--- config.mk ---
export PLATFORM = sky130hd
export DESIGN_NAME = mem_port_arbiter
export DESIGN_NICKNAME = d
export VERILOG_FILES = /design/src/rtl/mem_port_arbiter.sv
export SDC_FILE = /design/constraint.sdc
export NUM_CORES = 1
export LEC_CHECK = 0
export CAP_MARGIN = 40
export CORE_MARGIN = 5
export CORE_UTILIZATION = 38
export CTS_CLUSTER_DIAMETER = 120
export DETAILED_ROUTE_END_ITERATION = 7
export PLACE_DENSITY = 0.85
export SETUP_SLACK_MARGIN = 0.02
export SYNTH_ARGS = -nofsm -noshare
export SYNTH_HDL_FRONTEND = slang
export SYNTH_SLANG_ARGS = --single-unit
--- constraint.sdc ---
create_clock -name clock -period 1.8 [get_ports clock]
set_input_delay 0.54 -clock clock [delete_from_list [all_inputs] [get_ports clock]]
set_output_delay 0.54 -clock clock [all_outputs]
set_load 0.02 [all_outputs]
--- src/rtl/mem_port_arbiter.sv ---
// mem_port_arbiter: shares the single mainMem port between the fetch (I) and memory-stage (D) requesters.
// Every access runs IDLE -> ISSUE -> RESP. A misaligned D request goes IDLE -> ERR and never touches memory.
module mem_port_arbiter #(
   parameter int unsigned MAX_D_STREAK = 4,
   parameter int unsigned ADDR_W       = 32
) (
   input  logic              clock,
   input  logic              reset,
   input  logic              i_req,
   input  logic [0:ADDR_W-1] i_addr,
   output logic              i_ack,
   output logic [0:ADDR_W-1] i_rdata,
   output logic              i_stall,
   input  logic              d_req,
   input  logic              d_wren,
   input  logic [0:ADDR_W-1] d_addr,
   input  logic [0:ADDR_W-1] d_wdata,
   output logic              d_ack,
   output logic [0:ADDR_W-1] d_rdata,
   output logic              d_err,
   output logic [0:ADDR_W-1] mem_addr,
   output logic [0:ADDR_W-1] mem_data_in,
   output logic [1:0]        mem_acc_size,
   output logic              mem_wren,
   output logic              mem_enable,
   input  logic              mem_busy,
   input  logic [0:ADDR_W-1] mem_data_out
);

   localparam int unsigned SW = (MAX_D_STREAK > 0) ? $clog2(MAX_D_STREAK + 1) : 1;
   localparam logic [SW-1:0] STREAK_MAX = SW'(MAX_D_STREAK);

   localparam logic [1:0] S_IDLE  = 2'd0;
   localparam logic [1:0] S_ISSUE = 2'd1;
   localparam logic [1:0] S_RESP  = 2'd2;
   localparam logic [1:0] S_ERR   = 2'd3;

   logic [1:0]        state_q, state_d;
   logic [SW-1:0]     streak_q, streak_d;
   logic              owner_d_q, owner_d_d;
   logic              wren_q, wren_d;
   logic [0:ADDR_W-1] addr_q, addr_d;
   logic [0:ADDR_W-1] wdata_q, wdata_d;
   logic [0:ADDR_W-1] i_rdata_q, i_rdata_d;
   logic [0:ADDR_W-1] d_rdata_q, d_rdata_d;
   logic              streak_full, d_misaligned, grant_i, grant_d;

   always_comb begin
      state_d      = state_q;
      streak_d     = streak_q;
      owner_d_d    = owner_d_q;
      wren_d       = wren_q;
      addr_d       = addr_q;
      wdata_d      = wdata_q;
      i_rdata_d    = i_rdata_q;
      d_rdata_d    = d_rdata_q;
      streak_full  = (streak_q == STREAK_MAX);
      d_misaligned = (d_addr[ADDR_W-2:ADDR_W-1] != 2'b00);
      // D normally wins; a waiting fetch is forced through once D has used up its streak
      grant_i      = i_req && (!d_req || streak_full);
      grant_d      = d_req && !grant_i;

      case (state_q)
         S_IDLE: begin
            if (grant_i) begin
               owner_d_d = 1'b0;
               wren_d    = 1'b0;
               addr_d    = i_addr;
               streak_d  = '0;
               state_d   = S_ISSUE;
            end else if (grant_d) begin
               if (i_req && !streak_full) begin
                  streak_d = streak_q + SW'(1);
               end
               if (d_misaligned) begin
                  state_d = S_ERR;
               end else begin
                  owner_d_d = 1'b1;
                  wren_d    = d_wren;
                  addr_d    = d_addr;
                  wdata_d   = d_wdata;
                  state_d   = S_ISSUE;
               end
            end
         end
         S_ISSUE: begin
            if (!mem_busy) begin
               state_d = S_RESP;
            end
         end
         S_RESP: begin
            if (!wren_q) begin
               if (owner_d_q) begin
                  d_rdata_d = mem_data_out;
               end else begin
                  i_rdata_d = mem_data_out;
               end
            end
            state_d = S_IDLE;
         end
         S_ERR: begin
            state_d = S_IDLE;
         end
         default: begin
            state_d = S_IDLE;
         end
      endcase
   end

   always_ff @(posedge clock) begin
      if (reset) begin
         state_q   <= S_IDLE;
         streak_q  <= '0;
         owner_d_q <= 1'b0;
         wren_q    <= 1'b0;
         addr_q    <= '0;
         wdata_q   <= '0;
         i_rdata_q <= '0;
         d_rdata_q <= '0;
      end else begin
         state_q   <= state_d;
         streak_q  <= streak_d;
         owner_d_q <= owner_d_d;
         wren_q    <= wren_d;
         addr_q    <= addr_d;
         wdata_q   <= wdata_d;
         i_rdata_q <= i_rdata_d;
         d_rdata_q <= d_rdata_d;
      end
   end

   // Read data arrives in the RESP cycle, so it is forwarded alongside the ack and held afterwards
   assign i_ack        = (state_q == S_RESP) && !owner_d_q;
   assign d_ack        = (state_q == S_RESP) && owner_d_q;
   assign d_err        = (state_q == S_ERR);
   assign i_rdata      = i_ack ? mem_data_out : i_rdata_q;
   assign d_rdata      = (d_ack && !wren_q) ? mem_data_out : d_rdata_q;
   assign i_stall      = i_req & ~i_ack;
   assign mem_enable   = (state_q == S_ISSUE);
   assign mem_wren     = (state_q == S_ISSUE) && wren_q;
   assign mem_addr     = addr_q;
   assign mem_data_in  = wdata_q;
   assign mem_acc_size = 2'b00;

endmodule

# Word level (Yosys, flattened, before mapping)
# Cells that the tools add are included.
dict set report word_totals {
  output_inout_bits 136
  regBits 135
  word_cells 65
  inputBits 134
}
dict set report classes {
  eq_ne 7
  addsub 1
  reduce_logical 24
  mux 19
  bitwise 6
}
# cell n
set op_table {}
lappend op_table {{32-bit 2-to-1 mux} 5}
lappend op_table {{3-bit AND reduction} 4}
lappend op_table {{3-bit 2-to-1 mux} 3}
lappend op_table {{2-bit 2-to-1 mux} 4}
lappend op_table {{1-bit logical AND} 7}
lappend op_table {{1-bit 2-to-1 mux} 6}
lappend op_table {{2-bit one-hot mux with 3 select lines} 1}
lappend op_table {{2-bit nonzero test} 3}
lappend op_table {{1-bit zero test} 5}
lappend op_table {{1-bit inverter} 5}
lappend op_table {{2-bit equality test, second input constant} 2}
lappend op_table {{4-bit AND reduction} 1}
lappend op_table {{3-bit by 1-bit adder with 3-bit output, second input constant} 1}
lappend op_table {{3-bit equality test, second input constant} 1}
lappend op_table {{3-bit inequality test, second input constant} 1}
lappend op_table {{2-bit by 1-bit equality test with 1-bit output, second input constant} 1}
lappend op_table {{2-bit zero test} 1}
lappend op_table {{2-bit by 1-bit inequality test with 1-bit output, second input constant} 1}
lappend op_table {{2-bit inequality test, second input constant} 1}
lappend op_table {{2-bit AND reduction} 1}
lappend op_table {{2-bit OR reduction} 1}
lappend op_table {{1-bit bitwise AND} 1}
lappend op_table {{1-bit logical OR} 1}

# Depth between registers and ports, before layout
dict set report depth {
  depth_word 8
  mapped_depth 7
  mapped_depth_nobuf 6
}

# Worst setup path before layout
# OpenSTA, ideal clock, no wires.
dict set report synth_timing {
  path_kind {register -> output}
  start {reg state_q[0]}
  end {out d_rdata[10] (netlist name)}
  stages_incl_launch_ff 7
  n_path_buf 3
  t_arrival_ns 1.543
  setup_slack_ns -0.283
  t_required_ns 1.260
  cell_sequence {dfxtp_1 buf_6 and3b_1 nor2b_4 buf_6 buf_6 mux2_4}
}
dict set report synth_via {
  elab_chain_cells 4
}
# element line_no
set synth_rtl {}
lappend synth_rtl {{from (decl)} 38} ;# logic [1:0] state_q, state_d;
lappend synth_rtl {{from (signal assigned)} 121} ;# state_q <= state_d;
lappend synth_rtl {{2-bit equality test} 134} ;# assign d_ack = (state_q == S_RESP) && owner_d_q;
lappend synth_rtl {{1-bit logical AND} 134}
lappend synth_rtl {{net d_ack} 18} ;# output logic d_ack,
lappend synth_rtl {{1-bit logical AND} 137} ;# assign d_rdata = (d_ack && !wren_q) ? mem_data_out : d_rdata_q;
lappend synth_rtl {{32-bit 2-to-1 mux} 137}
lappend synth_rtl {{to (decl)} 19} ;# output logic [0:ADDR_W-1] d_rdata,
# The timed path passes the listed nets, and every way through them passes these cells.

# Worst setup path after layout
dict set report layout_timing {
  start {reg state_q[0]}
  end {out d_rdata[19] (netlist name)}
}
dict set report layout_via {
  elab_chain_cells 4
}
# element line_no
set layout_rtl {}
lappend layout_rtl {{2-bit equality test} 134}
lappend layout_rtl {{1-bit logical AND} 134}
lappend layout_rtl {{1-bit logical AND} 137}
lappend layout_rtl {{32-bit 2-to-1 mux} 137}
# Every way passes these cells.

==> metrics.txt <==
core area 15200 um^2; routed wire length 20600 um; max incr delay on CP 0.32 ns; tightest hold margin 0.4228 ns; worst setup margin -0.6130 ns; f_max 414.4 MHz; post-synthesis mux area share 14.35%; Sink Count 135; vias in the first global route 5833; Synth Area in XOR/XNOR 0%; post-route setup TNS -42.04 ns; CP Max Fanout 8; Placement Setup Slack -0.6268 ns; 1st-iter DRT viols 321; Hold WC Path Type input port to flip-flop; GP Congestion 0.7804; most used cell, CP buf_12; adder-cell area share of the yosys netlist 0.4253%; Clk Latency, worst-skew pair 0.41 ns; Synth Cell Area 5884 um^2; Synth cell types 36; Die Y 134.4 um; DRC viols 0; CTS Buf Count 17; Final #Nets 1095; Top Ports 270; synthesized area per cell 8.902 um^2; diode count 0; Tot GR Track Use 20.53%; violated checks negative setup slack; Compound-Gate Fraction of Synth Area 7.293%; Synth top area share 45.93%; type of origin of the critical path flip-flop; layout cells sized above 1 31.20%; Die X 134.4 um; 1st-pass router iterations 5; Initial Utilization 38.71%; synth warn 0; dominant cells by area after synthesis dfxtp_1, nand2_1, mux2_4; Rows 45; Yosys reg bits 135; Vias/cell 5.146; critical path class flip-flop to primary output; Synth area leader dfxtp_1; Die Footprint 18070 um^2; Post-Synthesis Cells 661; most common cell after layout, fill and taps aside dfxtp_1; RSZ-0062 raised after global routing yes; minimum clock period 2.413 ns; CTS tree built; port bufs 267; Final Hold Vio Count 0; gr ovfl total 0; worst path cell trace and3b_2, nor2b_4, buf_12, buf_12, mux2_4, buf_6; pwr dens 802.1 nW/um^2; Leak 4.244 nW; placed cells 1099; commonest cells after routing, fill and taps aside dfxtp_1, nand2_1, clkdlybuf4s50_1; Final setup viols 133; via count 5949; Seq/Total Area, Yosys 45.93%; Root Driver clkbuf_16; Crit. End Element primary output; outcome finished, violations left; maximum vdd ir drop 0.5326 mV; P&R area growth vs syn 76.18%; fin. max-slew vios 0; Post-Layout Cell Count 1156; hold-fix buffers at CTS 0; H-tree Lvls 4; # fillers 1113; CTS Buffer Depth 2; largest family of logic cells by synthesized area simple AND/OR/NAND/NOR gates; simple-gate portion of the synthesized area 26.34%; final cell utilization of the core 68.20%; pin count of the biggest net entering global routing 76; antenna-violating nets left 0; WP data required 1.26 ns; DPL Wire Length 13210 um; initial antenna violation count 0; clock-pin slew on the worst setup and hold paths 0.06 ns; Worst path slowest cell dfxtp_2; period utilization 134.1%; drt wl/cell 17.82 um; Worst Skew 0.008492 ns; first-pass GRT wire length 29940 um; # Max-Cap Violations 0; CP Data Arrival Time 1.87 ns
## stage by stage
step	instance area [um^2]	total power, mW
2_1_floorplan	6026	4.136
3_3_place_gp	9081	5.000
3_5_place_dp	9081	5.025
4_1_cts	9706	8.132
5_1_grt	10370	8.652
6_report	10370	8.316
## final timing paths
| path | to | slack (ns) | from | cells past startpoint |
|---|---|---|---|---|
| worst max register to register | mem_addr[22] | -0.34 | state_q[0] | 11 |
| worst min register to register | mem_data_in[18] | 0.45 | mem_data_in[18] | 2 |
| worst max-delay path | d_rdata[19] | -0.61 | state_q[0] | 6 |
| worst min-delay path | i_rdata_q[1] | 0.42 | reset | 2 |
## area by class of cell
| cell class | instances | area (um^2) | share of cell area (%) |
|---|---|---|---|
| clock buffers | 22 | 454.2 | 4.381 |
| inverters | 3 | 11.26 | 0.1086 |
| repair buffers | 337 | 3610 | 34.82 |
| clock inverters | 6 | 55.05 | 0.5310 |
| well taps | 188 | 235.2 | 2.269 |
| multi-input cells | 465 | 3297 | 31.80 |
| flip-flops and latches | 135 | 2705 | 26.09 |
## critical path, delay by kind of cell, from the launching register on
family	cells	cell delay, ns
muxes	1	0.32
buffers and inverters	3	0.42
DFF	1	0.32
and+or+nand+nor	2	0.40
## kinds of logic after synthesis
logic type	count (synthesis)
compound gates	78
fa+ha+maj	2
buf+inv	62
flops	135
mux	65
other cells	1
simple gates	318
## layer usage
metal	global-route usage (%)	vias up	wire length, um
met3	7.502	49	1724
met4	8.654	0	512
li1	-	2860	-
met1	23.22	2799	7857
met5	0	-	0
met2	34.92	241	10510
## cell usage after synthesis (all sizes together)
| master | count |
|---|---|
| o21ai | 1 |
| clkbuf | 32 |
| nor2 | 40 |
| a21boi | 1 |
| mux2 | 65 |
| o211ai | 1 |
| nand2 | 130 |
| a21bo | 1 |
| and3b | 1 |
| nor3 | 33 |
| and2 | 2 |
| dfxtp | 135 |
| conb | 1 |
| nor2b | 35 |
| a22oi | 1 |
| o211a | 1 |
| ha | 2 |
| a311oi | 1 |
| nand2b | 5 |
| buf | 27 |
| a21oi | 71 |
| nor3b | 1 |
| nand3 | 5 |
| nand3b | 1 |
| nor4 | 61 |
| inv | 3 |
| or2 | 3 |
| or3b | 1 |
## sequential cells by signal (all words and copies together), names as in the netlist
name,cells
mem_addr,32
streak_q,3
mem_data_in,32
i_rdata_q,32
d_rdata_q,32
wren_q,1
owner_d_q,1
state_q,2
## power by group
group / internal [mW] / total (mW) / leakage [nW] / switching, mW
clock: 1.89 / 3.09 / 0.255 / 1.20
sequential: 3.14 / 3.21 / 1.10 / 0.0719
combinational: 1.05 / 2.02 / 2.89 / 0.965
## timing repair
action | CTS | global route
cloned | 4 | 5
pin swaps | 2 | 11
gates resized for setup | 453 | 123
buffers inserted | 8 | 13
hold endpoints to repair | 0 | 0
endpoints found under the setup margin | 193 | 166
Power figures use the tool's default switching activity.
